`config.mk`:
```
export PLATFORM = sky130hd
export DESIGN_NAME = imm_gen_stage
export DESIGN_NICKNAME = d
export VERILOG_FILES = /design/src/rtl/imm_gen_stage.sv
export SDC_FILE = /design/constraint.sdc
export NUM_CORES = 1
export LEC_CHECK = 0
export CORE_MARGIN = 3
export CORE_UTILIZATION = 35
export DETAILED_ROUTE_END_ITERATION = 8
export PLACE_DENSITY_LB_ADDON = 0.08
export SYNTH_ARGS = -nofsm -noshare
export SYNTH_HDL_FRONTEND = slang
export SYNTH_SLANG_ARGS = --single-unit
export TNS_END_PERCENT = 50
```
`constraint.sdc`:
```
create_clock -name clk_i -period 6.42 [get_ports clk_i]
set_clock_uncertainty 0.1 [all_clocks]
set_input_delay 1.605 -clock clk_i [delete_from_list [all_inputs] [get_ports clk_i]]
set_output_delay 1.605 -clock clk_i [all_outputs]
set_load 0.03 [all_outputs]
```
`src/rtl/imm_gen_stage.sv`:
```
`timescale 1ns/1ps
// -----------------------------------------------------------------------------
// imm_gen_stage
//
// Registered immediate-generation stage between fetch and execute. Each
// accepted {instr, pc} pair is decoded into an immediate format and a
// sign-extended immediate. The stage also computes the branch/jump target
// pc + imm. The result is buffered in a DEPTH-entry FIFO. The FIFO provides
// back-pressure and can be emptied by a synchronous flush.
//
// Optional feature macro: IMM_GEN_DMA_EN
//   defined   -> custom DMAW (instr[6:2]=11110) and DMAB (11101) opcodes decode
//                to type 7 with a zero-extended instr[31:20] immediate
//   undefined -> those opcodes decode as type 0 with imm = 0, and no DMA
//                decode logic is built
//
// Parameters
//   XLEN  : datapath width, 32 or 64
//   DEPTH : FIFO entries, power of two, >= 2
//
// Ports
//   clk_i            clock, all state updates on the rising edge
//   rst_n_i          asynchronous active-low reset
//   flush_i          synchronous flush, discards every buffered entry
//   in_valid_i       in_instr_i / in_pc_i valid
//   in_ready_o       stage can accept (FIFO not full)
//   in_instr_i       instruction word
//   in_pc_i          instruction address
//   out_valid_o      FIFO head valid
//   out_ready_i      consumer accepts the head entry
//   out_instr_o      head instruction
//   out_pc_o         head pc
//   out_imm_o        head immediate
//   out_imm_type_o   0 none/R, 1 I, 2 S, 3 B, 4 U, 5 J, 6 CSR-zimm, 7 DMA
//   out_target_o     head pc + imm, modulo 2^XLEN
// -----------------------------------------------------------------------------
module imm_gen_stage #(
    parameter int unsigned XLEN  = 32,
    parameter int unsigned DEPTH = 2
) (
    input  logic            clk_i,
    input  logic            rst_n_i,
    input  logic            flush_i,
    input  logic            in_valid_i,
    output logic            in_ready_o,
    input  logic [31:0]     in_instr_i,
    input  logic [XLEN-1:0] in_pc_i,
    output logic            out_valid_o,
    input  logic            out_ready_i,
    output logic [31:0]     out_instr_o,
    output logic [XLEN-1:0] out_pc_o,
    output logic [XLEN-1:0] out_imm_o,
    output logic [2:0]      out_imm_type_o,
    output logic [XLEN-1:0] out_target_o
);

    localparam int unsigned PTR_W = $clog2(DEPTH);
    localparam int unsigned CNT_W = PTR_W + 1;

    // Major opcodes, instr[6:2]
    localparam logic [4:0] OPC_LOAD   = 5'b00000;
    localparam logic [4:0] OPC_OP_IMM = 5'b00100;
    localparam logic [4:0] OPC_AUIPC  = 5'b00101;
    localparam logic [4:0] OPC_STORE  = 5'b01000;
    localparam logic [4:0] OPC_LUI    = 5'b01101;
    localparam logic [4:0] OPC_BRANCH = 5'b11000;
    localparam logic [4:0] OPC_JALR   = 5'b11001;
    localparam logic [4:0] OPC_JAL    = 5'b11011;
    localparam logic [4:0] OPC_SYSTEM = 5'b11100;
`ifdef IMM_GEN_DMA_EN
    localparam logic [4:0] OPC_DMAB   = 5'b11101;
    localparam logic [4:0] OPC_DMAW   = 5'b11110;
`endif

    typedef enum logic [2:0] {
        IMM_NONE = 3'd0,
        IMM_I    = 3'd1,
        IMM_S    = 3'd2,
        IMM_B    = 3'd3,
        IMM_U    = 3'd4,
        IMM_J    = 3'd5,
        IMM_CSR  = 3'd6,
        IMM_DMA  = 3'd7
    } imm_type_e;

    typedef struct packed {
        logic [31:0]     instr;
        logic [XLEN-1:0] pc;
        logic [XLEN-1:0] imm;
        imm_type_e       imm_type;
        logic [XLEN-1:0] target;
    } entry_t;

    // -------------------------------------------------------------------------
    // Immediate decode (combinational, ahead of the FIFO write)
    // -------------------------------------------------------------------------
    logic [4:0]      opcode;
    logic [XLEN-1:0] imm_i;
    logic [XLEN-1:0] imm_s;
    logic [XLEN-1:0] imm_b;
    logic [XLEN-1:0] imm_u;
    logic [XLEN-1:0] imm_j;
    logic [XLEN-1:0] imm_csr;
`ifdef IMM_GEN_DMA_EN
    logic [XLEN-1:0] imm_dma;
`endif

    assign opcode = in_instr_i[6:2];

    // Sign extension from instr[31]: a signed operand sized up to XLEN
    // replicates its MSB, which also covers U-type on a 64-bit datapath.
    assign imm_i   = XLEN'($signed(in_instr_i[31:20]));
    assign imm_s   = XLEN'($signed({in_instr_i[31:25], in_instr_i[11:7]}));
    assign imm_b   = XLEN'($signed({in_instr_i[31], in_instr_i[7],
                                    in_instr_i[30:25], in_instr_i[11:8], 1'b0}));
    assign imm_u   = XLEN'($signed({in_instr_i[31:12], 12'h000}));
    assign imm_j   = XLEN'($signed({in_instr_i[31], in_instr_i[19:12],
                                    in_instr_i[20], in_instr_i[30:21], 1'b0}));
    // CSR immediate forms carry a 5-bit unsigned zimm in the rs1 field
    assign imm_csr = XLEN'(in_instr_i[19:15]);
`ifdef IMM_GEN_DMA_EN
    assign imm_dma = XLEN'(in_instr_i[31:20]);
`endif

    imm_type_e       dec_type;
    logic [XLEN-1:0] dec_imm;
    entry_t          dec_entry;

    always_comb begin
        // NOTE: every output of a combinational block gets a default first so
        // that no path through the case leaves it unassigned (no latch).
        dec_type = IMM_NONE;
        dec_imm  = '0;
        unique case (opcode)
            OPC_LOAD, OPC_OP_IMM, OPC_JALR: begin
                dec_type = IMM_I;
                dec_imm  = imm_i;
            end
            OPC_STORE: begin
                dec_type = IMM_S;
                dec_imm  = imm_s;
            end
            OPC_BRANCH: begin
                dec_type = IMM_B;
                dec_imm  = imm_b;
            end
            OPC_LUI, OPC_AUIPC: begin
                dec_type = IMM_U;
                dec_imm  = imm_u;
            end
            OPC_JAL: begin
                dec_type = IMM_J;
                dec_imm  = imm_j;
            end
            OPC_SYSTEM: begin
                // funct3[2] separates the zimm CSR forms from the register
                // forms, which keep the I-type CSR address as their immediate.
                if (in_instr_i[14]) begin
                    dec_type = IMM_CSR;
                    dec_imm  = imm_csr;
                end else begin
                    dec_type = IMM_I;
                    dec_imm  = imm_i;
                end
            end
`ifdef IMM_GEN_DMA_EN
            OPC_DMAW, OPC_DMAB: begin
                dec_type = IMM_DMA;
                dec_imm  = imm_dma;
            end
`endif
            default: begin
                dec_type = IMM_NONE;
                dec_imm  = '0;
            end
        endcase
    end

    always_comb begin
        dec_entry.instr    = in_instr_i;
        dec_entry.pc       = in_pc_i;
        dec_entry.imm      = dec_imm;
        dec_entry.imm_type = dec_type;
        // Target is resolved at push time, so execute needs no adder on
        // this path. Overflow wraps modulo 2^XLEN.
        dec_entry.target   = in_pc_i + dec_imm;
    end

    // -------------------------------------------------------------------------
    // Output FIFO control
    // -------------------------------------------------------------------------
    logic [CNT_W-1:0] count_q, count_d;
    logic [PTR_W-1:0] wr_ptr_q, wr_ptr_d;
    logic [PTR_W-1:0] rd_ptr_q, rd_ptr_d;
    logic             push;
    logic             pop;

    // Ready comes only from the registered count. This keeps out_ready_i out
    // of the in_ready_o path, so a pop into a full FIFO frees the slot one
    // cycle later.
    assign in_ready_o  = (count_q < CNT_W'(DEPTH));
    assign out_valid_o = (count_q != '0);
    assign push        = in_valid_i && in_ready_o;
    assign pop         = out_valid_o && out_ready_i;

    always_comb begin
        count_d  = count_q;
        wr_ptr_d = wr_ptr_q;
        rd_ptr_d = rd_ptr_q;
        if (flush_i) begin
            // Flush wins over any push or pop in the same cycle.
            count_d  = '0;
            wr_ptr_d = '0;
            rd_ptr_d = '0;
        end else begin
            // DEPTH is a power of two, so the natural pointer roll-over
            // gives the modulo-DEPTH wrap.
            if (push) wr_ptr_d = wr_ptr_q + PTR_W'(1);
            if (pop)  rd_ptr_d = rd_ptr_q + PTR_W'(1);
            unique case ({push, pop})
                2'b10:   count_d = count_q + CNT_W'(1);
                2'b01:   count_d = count_q - CNT_W'(1);
                default: count_d = count_q;
            endcase
        end
    end

    always_ff @(posedge clk_i or negedge rst_n_i) begin
        if (!rst_n_i) begin
            count_q  <= '0;
            wr_ptr_q <= '0;
            rd_ptr_q <= '0;
        end else begin
            // NOTE: sequential state uses non-blocking assignments so every
            // register samples its pre-edge inputs, whatever the statement order.
            count_q  <= count_d;
            wr_ptr_q <= wr_ptr_d;
            rd_ptr_q <= rd_ptr_d;
        end
    end

    // -------------------------------------------------------------------------
    // FIFO storage
    // -------------------------------------------------------------------------
    entry_t mem_q [DEPTH];

    always_ff @(posedge clk_i or negedge rst_n_i) begin
        if (!rst_n_i) begin
            // NOTE: the storage is reset because the outputs are driven straight
            // from it and must read zero out of reset. This stays cheap only
            // because DEPTH is small.
            for (int i = 0; i < int'(DEPTH); i++) begin
                mem_q[i] <= '0;
            end
        end else if (push && !flush_i) begin
            mem_q[wr_ptr_q] <= dec_entry;
        end
    end

    // Outputs come from a registered slot. While the head is stalled, neither
    // the slot nor rd_ptr_q changes, so the outputs hold.
    entry_t head;

    assign head           = mem_q[rd_ptr_q];
    assign out_instr_o    = head.instr;
    assign out_pc_o       = head.pc;
    assign out_imm_o      = head.imm;
    assign out_imm_type_o = head.imm_type;
    assign out_target_o   = head.target;

endmodule
```
==> results of run 1 <==
## routing by layer
metal / up-vias / GRT usage, % / wire [um]
met4: 0 / 3.96 / 590
met3: 45 / 3.75 / 2150
li1: 5345 / - / -
met5: - / 0 / 0
met2: 263 / 31.5 / 18600
met1: 5306 / 29.0 / 20100
## area by class of cell
cell class	instances	area (um^2)	area share, %
Clock inverter	6	55.1	0.320
Multi-Input combinational cell	1107	6400	37.2
Timing Repair Buffer	219	2190	12.7
Inverter	42	158	0.917
Tap cell	511	639	3.72
Sequential cell	266	6660	38.8
Clock buffer	53	1090	6.32
## kinds of logic (layout without fill, tap and decap cells)
family / count (synthesis) / in the layout / share of synthesized area, %
xor gates and xnor gates: 30 / 30 / 1.94
adders and majority gates: 32 / 32 / 3.01
DFF: 266 / 266 / 49.1
muxes: 138 / 138 / 11.4
AOI/OAI and AO/OA: 265 / 265 / 11.8
buffers and inverters: 138 / 320 / 3.86
and+or+nand+nor: 642 / 642 / 18.9
## cell usage in the layout, fill, tap and decap left out, types with 3 or more instances in the layout
master,netlist,routed
nand2_1,547,546
mux2i_1,5,5
o31ai_1,3,3
buf_4,0,15
nor2_1,38,38
xor2_1,18,18
clkbuf_16,0,37
o21bai_1,5,5
nand2b_1,5,5
or2_2,3,3
nand4_1,8,8
clkinv_2,0,5
a211oi_1,4,4
dfrtp_1,266,265
clkbuf_8,0,10
o21ai_1,3,3
a21oi_1,53,53
o22ai_1,6,6
o21ai_0,140,140
nand3_1,9,9
mux2_2,132,132
xnor2_1,12,12
buf_12,0,3
o21a_1,5,5
inv_1,42,42
clkbuf_1,80,6
ha_1,31,31
a31o_2,3,3
a31oi_1,4,4
nor3_1,8,7
a222oi_1,5,5
clkdlybuf4s50_1,0,200
nor2b_1,4,4
a21o_1,10,10
o211ai_1,5,5
and2_1,4,3
## state kept, by name (all words and copies together), names as in the netlist
name / count
count_q: 2
mem_q: 262
rd_ptr_q: 1
wr_ptr_q: 1
## worst reg2reg max path, stage by stage (launching register included)
cell and delay, ps:
dfrtp_1 390, inv_1 80, nand2_1 130, or3_4 650, buf_4 430, nor4b_1 370
a21oi_1 100, o211ai_2 90
## stage by stage
stage	total power [uW]	util [%]
2_1_floorplan	3230	-
3_3_place_gp	3860	42.3
3_5_place_dp	3880	42.3
4_1_cts	5850	45.3
5_1_grt	6080	45.3
6_report	5770	45.3
## cells in the mapped netlist, types with 2 or more instances
cell	instances	area share (%)
o31ai_1	3	0.17
o211ai_2	2	0.18
xnor2_1	12	0.78
or3_1	2	0.092
nor3b_1	2	0.11
nand2b_1	5	0.23
dfrtp_1	266	49
buf_2	4	0.15
o21ai_1	3	0.11
a222oi_1	5	0.37
nand2_1	547	15
mux2i_1	5	0.37
o41ai_4	2	0.41
buf_1	12	0.33
a21oi_1	53	2.0
o21ai_0	140	5.2
a31oi_1	4	0.18
ha_1	31	2.9
o311ai_0	2	0.13
inv_1	42	1.2
nor2b_1	4	0.18
and2_1	4	0.18
a21o_1	10	0.55
o21a_1	5	0.28
a211oi_1	4	0.22
or2_2	3	0.14
a32oi_1	2	0.13
o22ai_1	6	0.28
nand4_1	8	0.37
o21bai_1	5	0.28
o211ai_1	5	0.28
a31o_2	3	0.19
nor2_1	38	1.1
nor3_1	8	0.30
and3_1	2	0.092
nand3_1	9	0.33
and3b_1	2	0.13
clkbuf_1	80	2.2
xor2_1	18	1.2
nor4b_1	2	0.13
mux2_2	132	11
## worst paths after layout
kind | start | endpoint | slack, ps | cells past startpoint
min reg2reg | mem_q[71]$_DFFE_PN0P_ | mem_q[71]$_DFFE_PN0P_ | 370 | 2
max reg2reg | count_q[1]$_DFFE_PN0P_ | mem_q[162]$_DFFE_PN0P_ | 3990 | 7
min in group asynchronous | rst_n_i | mem_q[73]$_DFFE_PN0P_ | 1070 | 1
max in group asynchronous | rst_n_i | rd_ptr_q$_DFFE_PN0P_ | 3880 | 2
min | mem_q[71]$_DFFE_PN0P_ | mem_q[71]$_DFFE_PN0P_ | 370 | 2
max | in_instr_i[5] | mem_q[26]$_DFFE_PN0P_ | 850 | 16
## power breakdown
part / leakage, uW / switching, uW / internal [uW]
registers: 0.00340 / 181 / 2040
logic: 0.00423 / 941 / 680
clock network: 0.000569 / 728 / 1200
total: 0.00820 / 1850 / 3920
==> out/qor.yml, run 1 <==
finish:
  fin_area_mm2: 0.0172
  diodes: 0
  area_delta_synth_final_pct: 26.8
  final_nets: 1771
  drive_gt1_share_pct: 13.5
  nFillCells: 3682
  final_cells: 2204
clock_network:
  cts.repair.resized: 0
  cts_hold_buf: 0
  max-clock-path-buffers: 3
  cts_tree: "done"
  postCtsSetupBuffers: 0
  cts_root_buf: "clkbuf_16"
  cts.htree.levels: 2
  cts_buffers: 34
  clock_sinks: 266
  clk_latency_ps: 500
  path_clk_slew_ps: 60
global_route:
  grt_antenna_before_repair: 0
  grt_max_degree: 112
  grt-ovfl-total: 0
  grt_pass1_vias: 10900
  grt_pass1_wl_um: 64700
  track_usage_pct: 20.0
critical_path:
  cp.required_ps: 6670
  crit_fanout: 13
  critical-path-slowest-cell: "clkdlybuf4s50_1"
  critPathArrivalTime_ps: 5820
  critical_path.max_stage_delay_ps: 720
  end_kind: "register"
  startpoint_type: "input port"
  crit_chain: "clkdlybuf4s50_1 -> nor3b_1 -> nor2b_1 -> a222oi_1 -> inv_1 -> ha_1 -> inv_1 -> fa_1 -> and2b_1 -> o211ai_1 -> a31oi_2 -> o21ai_1 -> a31o_2 -> o31ai_2 -> xnor2_1 -> o21ai_1"
  path_delay_family: "compound AO/OA/AOI/OAI gates"
  path_class: "in -> reg"
  cp_num_buf_inv: 3
power_and_ir_drop:
  power_density_mw_per_mm2: 336
  leakage_uw: 0.00820
  vdd_drop_max_mv: 0.172
synth:
  avgSynthCellArea_um2: 8.97
  synthDistinctLibCells: 60
  syn_nets: 1612
  ys_warn_count: 0
  yosysSeqAreaShare_pct: 49.1
  syn_inst: 1511
  synth_top_flop_cell: "dfrtp_1"
  async_flop_share_pct: 100
  ys_ff_latch: 266
  synth_edf_count: 0
  syn_area_mm2: 0.0136
detailed_routing:
  routed_wl_um: 41400
  first_iter_violations: 648
  drc: 0
  vias_per_cell: 4.97
  drt_first_pass_iters: 5
  detail-route-antenna-nets: 0
  num_vias: 11000
  wl_per_cell_um: 18.8
hold_path:
  worst_hold_path_type: "reg -> reg"
sta:
  rsz0062_at_grt: "no"
  slew_headroom_pct: 40.2
  period_share_pct: 86.8
  holdWs_ps: 366
  finalWorstSetupSlack_ps: 847
  hold_viol: 0
  tns_ps: 0
  drv_slew: 0
  fin_crit_ps: 5570
  setup_viol: 0
  fmax_mhz: 179
  worst_pin_slew_ps: 897
flow_run:
  cap_violations: 0
floorplan:
  io_pins: 202
  dieWidth_um: 203
  initial_core_util_pct: 35.7
  num_rows: 71
  die-height_um: 203
  core_area_mm2: 0.0379
  die_area_mm2: 0.0411
placement:
  routabilityCongestion: 0.855
  place_ws_ps: 378
  dpl_cell_area_mm2: 0.0160
  port_buffers: 201
  dp_cells: 2145
  place_hpwl_um: 28900
run_status:
  status: "finished clean"
Power figures use the tool's default switching activity.
==> run 2: changes to the inputs <==
--- a/config.mk
+++ b/config.mk
@@ -5,7 +5,7 @@
 export SDC_FILE = /design/constraint.sdc
 export NUM_CORES = 1
 export LEC_CHECK = 0
-export CORE_MARGIN = 3
+export CORE_MARGIN = 4
 export CORE_UTILIZATION = 35
 export DETAILED_ROUTE_END_ITERATION = 8
 export PLACE_DENSITY_LB_ADDON = 0.08
==> run 2 against run 1 <==
Register-to-register slack lost 120 ps. Total power shrank 1.3%. Hold slack lost 0.56 ps. Setup slack lost 52 ps. Critical endpoint unchanged.
==> out/qor.yml, run 2 (synthesis results as in run 1) <==
sta:
  period_share_pct: 87.6
  drv_slew: 0
  rsz0062_at_grt: "no"
  tns_ps: 0
  fin_crit_ps: 5630
  finalWorstSetupSlack_ps: 794
  hold_viol: 0
  setup_viol: 0
  worst_pin_slew_ps: 1110
  slew_headroom_pct: 25.6
  fmax_mhz: 178
finish:
  nFillCells: 3735
  fin_area_mm2: 0.0171
  final_nets: 1766
  diodes: 0
  layout_commonest_cell: "nand2_1"
  layout_common_cells: "nand2_1 (546), dfrtp_1 (265), clkdlybuf4s50_1 (200)"
  largestRegisters: "mem_q: 262 flops, count_q: 2 flops"
  drive_gt1_share_pct: 13.1
  area_delta_synth_final_pct: 26.3
  largest_register_ffs: 262
  regMostFlops: "mem_q"
clock_network:
  cts_hold_buf: 0
  path_clk_slew_ps: 50
  postCtsSetupBuffers: 0
  clock_sinks: 266
  cts.htree.levels: 2
  cts_root_buf: "clkbuf_16"
  cts_tree: "done"
  cts.repair.resized: 0
  cts_buffers: 34
  clk_latency_ps: 500
  max-clock-path-buffers: 3
run_status:
  status: "finished clean"
critical_path:
  critical_path.max_stage_delay_ps: 600
  path_class: "in -> reg"
  crit_chain: "clkdlybuf4s50_1 -> or2_2 -> nor3b_1 -> buf_4 -> nor2b_1 -> a222oi_1 -> inv_1 -> ha_1 -> inv_1 -> fa_1 -> and2b_1 -> o211ai_1 -> a31oi_2 -> o21ai_1 -> a31o_2 -> o31ai_2 -> xnor2_1 -> o21ai_1"
  crit_fanout: 13
  end_kind: "register"
  critical-path-slowest-cell: "clkdlybuf4s50_1"
  critPathArrivalTime_ps: 5890
  startpoint_type: "input port"
  cp.required_ps: 6680
floorplan:
  dieWidth_um: 205
  die-height_um: 205
  core_area_mm2: 0.0379
  io_pins: 202
  die_area_mm2: 0.0419
  num_rows: 71
  initial_core_util_pct: 35.7
placement:
  routabilityCongestion: 0.857
  dpl_cell_area_mm2: 0.0160
  place_ws_ps: 240
  port_buffers: 201
  place_hpwl_um: 28300
detailed_routing:
  detail-route-antenna-nets: 0
  first_iter_violations: 570
  routed_wl_um: 41200
  vias_per_cell: 4.95
  drc: 0
  num_vias: 10900
  wl_per_cell_um: 18.8
  drt_first_pass_iters: 5
global_route:
  grt-ovfl-total: 0
  track_usage_pct: 19.5
  grt_max_degree: 113
  grt_pass1_wl_um: 64500
  grt_antenna_before_repair: 0
  grt_pass1_vias: 10800
flow_run:
  cap_violations: 0
power_and_ir_drop:
  power_density_mw_per_mm2: 332
  leakage_uw: 0.00815
  vdd_drop_max_mv: 0.180
hold_path:
  worst_hold_path_type: "reg -> reg"
==> run 2: final timing paths <==
path                       slack, ps                   start  cells past startpoint                endpoint
hold reg to reg                  370  mem_q[241]$_DFFE_PN0P_                      2  mem_q[241]$_DFFE_PN0P_
setup reg to reg                3870  count_q[1]$_DFFE_PN0P_                      7  mem_q[102]$_DFFE_PN0P_
max in group asynchronous       3750                 rst_n_i                      2    rd_ptr_q$_DFFE_PN0P_
hold / removal                   370  mem_q[241]$_DFFE_PN0P_                      2  mem_q[241]$_DFFE_PN0P_
setup / recovery                 790           in_instr_i[2]                     18   mem_q[26]$_DFFE_PN0P_
min in group asynchronous       1020                 rst_n_i                      1   mem_q[74]$_DFFE_PN0P_
==> run 2: per-layer routing <==
metal | vias to the layer above | wire length (um) | GRT usage [%]
met5 | - | 0 | 0
met4 | 0 | 801 | 4.19
met3 | 57 | 2420 | 4.48
met2 | 250 | 18400 | 30.0
met1 | 5234 | 19600 | 28.3
li1 | 5331 | - | -
==> run 2: power by group <==
part	switching, uW	internal, uW
clock	722	1130
sequential	182	2040
combinational	937	679
total	1840	3850
==> run 2: layout make-up <==
class | instances | area [um^2] | area share, %
clock inverters | 5 | 27.5 | 0.161
well taps | 511 | 639 | 3.74
inverters | 42 | 158 | 0.921
repair buffers | 214 | 2180 | 12.7
flip-flops and latches | 266 | 6660 | 38.9
multi-input cells | 1107 | 6400 | 37.4
clock buffers | 51 | 1060 | 6.18
==> run 2: worst max-delay path: cells and delay by family <==
family | cells | cell delay [ps]
fa+ha+maj | 2 | 620
buf+inv | 4 | 940
compound gates | 7 | 1520
xor+xnor | 1 | 200
simple gates | 4 | 990
==> run 2: stage by stage <==
stage	power, uW	instances	hold WS, ps	util, %
3_3_place_gp	3860	2140	352	42.3
3_5_place_dp	3880	2140	357	42.3
2_1_floorplan	3230	1511	340	-
4_1_cts	5780	2196	371	45.1
6_report	5690	2196	365	45.1
5_1_grt	6020	2196	383	45.1
==> run 3: changes to the inputs <==
--- a/config.mk
+++ b/config.mk
@@ -9,6 +9,7 @@
 export CORE_UTILIZATION = 35
 export DETAILED_ROUTE_END_ITERATION = 8
 export PLACE_DENSITY_LB_ADDON = 0.08
+export SETUP_SLACK_MARGIN = 0.3
 export SYNTH_ARGS = -nofsm -noshare
 export SYNTH_HDL_FRONTEND = slang
 export SYNTH_SLANG_ARGS = --single-unit
==> results of run 3 <==
Same layout as run 2: the final DEF is identical, and so are final timing and power.
